==> config.mk <==
export PLATFORM = sky130hd
export DESIGN_NAME = pattern_scan_scheduler
export DESIGN_NICKNAME = d
export VERILOG_FILES = /design/src/rtl/pattern_scan_scheduler.sv
export SDC_FILE = /design/constraint.sdc
export NUM_CORES = 1
export LEC_CHECK = 0
export BUFFER_PORTS_ARGS = -buffer_cell sky130_fd_sc_hd__buf_2
export CORE_AREA = 2 2 87 89
export CTS_CLUSTER_SIZE = 20
export DETAILED_ROUTE_END_ITERATION = 8
export DIE_AREA = 0 0 89 91
export HOLD_SLACK_MARGIN = 0.08
export PLACE_DENSITY = 0.74
export SYNTH_ARGS = -nofsm -noshare
export SYNTH_HDL_FRONTEND = slang
export SYNTH_SLANG_ARGS = --single-unit
==> constraint.sdc <==
create_clock -name clk -period 2.2 [get_ports clk]
set_input_delay 0.33 -clock clk [delete_from_list [all_inputs] [get_ports clk]]
set_output_delay 0.33 -clock clk [all_outputs]
set_load 0.05 [all_outputs]
==> src/rtl/pattern_scan_scheduler.sv <==
// rtl/pattern_scan_scheduler.sv - time-multiplexes one 8-bit compare array over NSLOT pattern slots
// Optional HIT_COUNT_EN adds per-slot saturating hit counters with cnt_sel/cnt_out.
module pattern_scan_scheduler #(
   parameter int NSLOT = 4,
   parameter int SW    = 2
) (
   input  logic             clk,
   input  logic             rst_n,
   input  logic             ena,
   input  logic             din,
   input  logic             din_valid,
   output logic             din_ready,
   input  logic             cfg_we,
   output logic             cfg_ready,
   input  logic [SW-1:0]    cfg_slot,
   input  logic [7:0]       cfg_pat,
   input  logic [3:0]       cfg_len,
   output logic [7:0]       det_a,
   output logic [7:0]       det_b,
   input  logic [7:0]       det_cmp,
   output logic             hit_valid,
   output logic [SW-1:0]    hit_id,
   output logic [NSLOT-1:0] hit_flags,
   input  logic [NSLOT-1:0] hit_clr,
`ifdef HIT_COUNT_EN
   input  logic [SW-1:0]    cnt_sel,
   output logic [7:0]       cnt_out,
`endif
   output logic             busy
);

   typedef enum logic [1:0] {S_IDLE, S_SCAN, S_DRAIN} state_t;

   state_t           r_state;
   logic [SW-1:0]    r_idx;
   logic [7:0]       r_window;
   logic [7:0]       r_pat [NSLOT];
   logic [3:0]       r_len [NSLOT];
   logic             r_pv;
   logic [SW-1:0]    r_pid;
   logic [7:0]       r_hold;
   logic             r_hold_vld;
   logic             r_hit_valid;
   logic [SW-1:0]    r_hit_id;
   logic [NSLOT-1:0] r_flags;

   logic [7:0]       w_cmp;
   logic [3:0]       w_len;
   logic [7:0]       w_mask;
   logic             w_match;
   logic [NSLOT-1:0] w_set;
   logic             w_idle;

   // While frozen, the array keeps answering for the held presentation, so the
   // result owed to the pending slot is parked in r_hold until ena returns.
   assign w_cmp   = r_hold_vld ? r_hold : det_cmp;
   assign w_len   = r_len[r_pid];
   assign w_mask  = ~(8'hFF << w_len);
   assign w_match = r_pv && (w_len != 4'd0) && (w_len <= 4'd8) && ((w_cmp | ~w_mask) == 8'hFF);

   always_comb begin
      w_set = '0;
      if (w_match) w_set[r_pid] = 1'b1;
   end

   assign w_idle    = (r_state == S_IDLE);
   assign din_ready = w_idle & ena;
   assign cfg_ready = w_idle & ena;
   assign busy      = ~w_idle;
   assign det_a     = r_window;
   assign det_b     = r_pat[r_idx];
   assign hit_valid = r_hit_valid;
   assign hit_id    = r_hit_id;
   assign hit_flags = r_flags;

   always_ff @(posedge clk or negedge rst_n) begin
      if (!rst_n) begin
         r_state     <= S_IDLE;
         r_idx       <= '0;
         r_window    <= 8'd0;
         for (int i = 0; i < NSLOT; i++) begin
            r_pat[i] <= 8'd0;
            r_len[i] <= 4'd0;
         end
         r_pv        <= 1'b0;
         r_pid       <= '0;
         r_hold      <= 8'd0;
         r_hold_vld  <= 1'b0;
         r_hit_valid <= 1'b0;
         r_hit_id    <= '0;
         r_flags     <= '0;
      end else if (ena) begin
         case (r_state)
            S_IDLE: begin
               if (cfg_we) begin
                  r_pat[cfg_slot] <= cfg_pat;
                  r_len[cfg_slot] <= cfg_len;
               end
               if (din_valid) begin
                  r_window <= {r_window[6:0], din};
                  r_idx    <= '0;
                  r_state  <= S_SCAN;
               end
            end
            S_SCAN: begin
               r_idx <= r_idx + 1'b1;
               if (r_idx == SW'(NSLOT - 1)) r_state <= S_DRAIN;
            end
            S_DRAIN: r_state <= S_IDLE;
            default: r_state <= S_IDLE;
         endcase
         r_pv        <= (r_state == S_SCAN);
         r_pid       <= r_idx;
         r_hold_vld  <= 1'b0;
         r_hit_valid <= w_match;
         if (w_match) r_hit_id <= r_pid;
         r_flags     <= (r_flags & ~hit_clr) | w_set;
      end else begin
         r_hit_valid <= 1'b0;
         if (r_pv && !r_hold_vld) begin
            r_hold     <= det_cmp;
            r_hold_vld <= 1'b1;
         end
      end
   end

`ifdef HIT_COUNT_EN
   logic [7:0] r_cnt [NSLOT];

   always_ff @(posedge clk or negedge rst_n) begin
      if (!rst_n) begin
         for (int i = 0; i < NSLOT; i++) r_cnt[i] <= 8'd0;
      end else if (ena) begin
         for (int i = 0; i < NSLOT; i++) begin
            if (w_set[i]) begin
               if (hit_clr[i])             r_cnt[i] <= 8'd1;
               else if (r_cnt[i] != 8'hFF) r_cnt[i] <= r_cnt[i] + 8'd1;
            end else if (hit_clr[i]) begin
               r_cnt[i] <= 8'd0;
            end
         end
      end
   end

   assign cnt_out = r_cnt[cnt_sel];
`endif

endmodule

==> impl_metrics.toml <==
[clocking]
clock_path_buffers = 2
cts-root-buf = "clkbuf_8"
tritoncts = "built"
clock-sinks = 79
htree_levels = 3
clock_latency_ns = 0.35
numCtsBuffers = 9
clk_pin_slew_ns = 0.08

[grt]
antenna_found_initial = 0
grt_pass1_wl_um = 11000
grt_usage_pct = 17.8
grt-ovfl-total = 0
grt_max_degree = 35
grt_pass1_vias = 2272

[floorplan]
core_area_um2 = 7140
die_h_um = 91
die-area_um2 = 8100
initial_utilization_pct = 49.2
rows = 31
num_io_pins = 58
dieWidth_um = 89

[detailed_routing]
drc = 0
viasPerCell = 5.25
vias = 2226
drt_iter0_drc = 105
wire_per_inst_um = 15.6
firstDrtPassIters = 4
ant_nets = 0
wirelength_um = 6620

[timing]
hold_viol = 0
tightest_slew_ns = 0.473
drv_slew = 0
rsz0062_at_grt = "true"
skew_ns = 0.00795
worst_slack_ns = -0.00963
setup_viol = 2
maxSlewHeadroom_pct = 68.4
fin_crit_sh_pct = 100
min_period_ns = 2.21
max_freq_mhz = 453

[synth]
synth_nets = 278
ys_types = 33
syn_area_per_cell_um2 = 14.3
synth_xor_area_share_pct = 0
synth-compound-area-share_pct = 3.35
ys_seq_elements = 79
syn-cell-area_um2 = 3510
synth-simple-area-share_pct = 6.23
ys_seq_area_share_pct = 56.3
synthMuxAreaShare_pct = 31.6
synthAdderAreaFrac_pct = 0.356
synth_top_family_by_area = "multiplexers"
synth_cells = 245
yosysWarningCount = 0

[power_and_ir_drop]
powerDensity_nw_per_um2 = 1570
leakage_nw = 2.04
peakVddDrop_uv = 868

[setup_path]
path_class = "reg2reg"
r2r-start = "r_pid[0]$_DFFE_PN0P_"
critical_path_required_ns = 2.43
cp.arrival_ns = 2.44
startpoint_type = "flop"
path_max_fanout = 5
r2r_setup_slack_ns = -0.01
crit_start = "r_pid[0]$_DFFE_PN0P_"
r2r-end = "hit_id[0]$_DFFE_PN0P_"
worstSetupEndpoint = "hit_id[0]$_DFFE_PN0P_"
r2r_cells = 6
end_kind = "flop"

[outcome]
violations = "negative setup slack"
status = "finished with violations"

[layout]
fin_nets = 353
diodes = 0
area_delta_synth_final_pct = 22.3
final_cells = 424
mostFrequentLayoutCells = "dfrtp_1 (77), mux2_2 (66), buf_2 (56)"
final_common_cell = "dfrtp_1"
fill_cells = 604
drive_gt1_share_pct = 56.3
ff_latch_area_um2 = 1980
multi_input_area_um2 = 1490

[hold_path]
hp-class = "in2reg"

[flow_run]
maxCapViolations = 0

[placed_design]
place_congestion = 0.853
portBuffers = 57
pre_cts_slack_ns = -0.129
place_inst = 406
place_hpwl_um = 4570
[per-layer routing]
| layer | track usage, % | wire length [µm] | share of wire (%) |
|---|---|---|---|
| met1 | 24.5 | 3030 | 46 |
| met2 | 27.5 | 3210 | 48 |
| met3 | 3.64 | 255 | 3.9 |
| met4 | 7.09 | 123 | 1.9 |
| met5 | 0 | 0 | 0 |
[logic make-up after synthesis]
group | count (synthesis)
adders and majority gates | 1
muxes | 86
AOI/OAI and AO/OA | 18
buffers and inverters | 17
DFF | 79
and+or+nand+nor | 44
[flip-flops by register name (all words and copies together), names as in the netlist]
register	count
r_idx	2
hit_valid	1
r_hold_vld	1
det_a	8
r_pv	1
r_state	2
r_hold	8
r_pat	32
r_pid	2
hit_id	2
hit_flags	4
r_len	16
[through the flow]
step / area (µm²) / total power, mW / util [%] / setup TNS, ns / hold WS, ns
final: 4290 / 6.73 / 60.2 / -0.0190 / 0.215
after global routing: 4290 / 7.10 / 60.2 / -0.389 / 0.209
after detailed placement: 4030 / 5.47 / 56.4 / -0.570 / 0.312
after floorplan: 3520 / 4.74 / - / 0 / 0.0344
after CTS: 4280 / 6.78 / 60.0 / -0.0330 / 0.202
after global placement: 4030 / 5.38 / 56.4 / -0.0775 / 0.305
[how the worst min path moves through the flow]
| stage | slack (ns) | startpoint | to | cells after the start |
|---|---|---|---|---|
| after detailed placement | 0.31 | rst_n | det_a[3]$_DFFE_PN0P_ | 1 |
| after global routing | 0.21 | din | det_a[0]$_DFFE_PN0P_ | 2 |
| after global placement | 0.30 | rst_n | det_a[3]$_DFFE_PN0P_ | 1 |
| after floorplan | 0.03 | rst_n | det_a[0]$_DFFE_PN0P_ | 0 |
| after CTS | 0.20 | din | det_a[0]$_DFFE_PN0P_ | 2 |
| final | 0.21 | din | det_a[0]$_DFFE_PN0P_ | 2 |
[cell type report]
cell class | instances | area share, %
well taps | 99 | 2.88
inverters | 4 | 0.350
repair buffers | 77 | 10.5
clock buffers | 11 | 3.53
clock inverters | 5 | 2.01
multi-input cells | 149 | 34.6
flip-flops and latches | 79 | 46.1
[Yosys cell counts]
library cell	count	area (µm²)
a21o_1	1	7.51
a31oi_1	1	6.26
a32o_1	1	10.0
and2_1	1	6.26
and3_1	1	6.26
and3b_1	1	8.76
buf_1	3	11.3
buf_4	1	7.51
buf_6	1	11.3
clkbuf_1	8	30.0
dfrtp_1	79	1980
ha_1	1	12.5
inv_1	4	15.0
mux2_2	66	743
mux2_4	2	30.0
mux2i_1	6	60.1
mux4_1	2	52.6
mux4_2	10	225
nand2_1	19	71.3
nand2b_1	1	6.26
nand3_1	3	15.0
nand4_1	2	12.5
nand4b_4	1	23.8
nor2_1	9	33.8
nor2b_1	1	6.26
nor3_1	3	15.0
o211ai_1	1	7.51
o21ai_0	10	50.1
o21ai_1	1	5.00
o31ai_1	2	15.0
o41ai_2	1	16.3
or2_1	1	6.26
or2b_1	1	7.51
[power breakdown]
group	leakage, nW	internal [mW]	switching (mW)
Sequential	0.984	2.10	0.442
Combinational	0.933	1.32	1.61
Clock	0.121	0.713	0.537
Total	2.04	4.13	2.59
[worst max-delay path, cell delays in order, from the launching register on]
cell,delay [ns]
dfrtp_2,0.44
mux4_2,0.53
or2_4,0.28
o41ai_2,0.19
o21ai_1,0.10
nand4b_4,0.23
mux2_4,0.33
[what timing repair did]
action | CTS | global route
setup buffers | 1 | 0
hold buffers | 1 | 0
endpoints found under the hold margin | 32 | 0
cloned | 0 | 0
pin swaps | 1 | 0
resized for setup | 6 | 4
setup endpoints to repair | 14 | 6
Note: power is estimated with default switching activity, not from simulation.
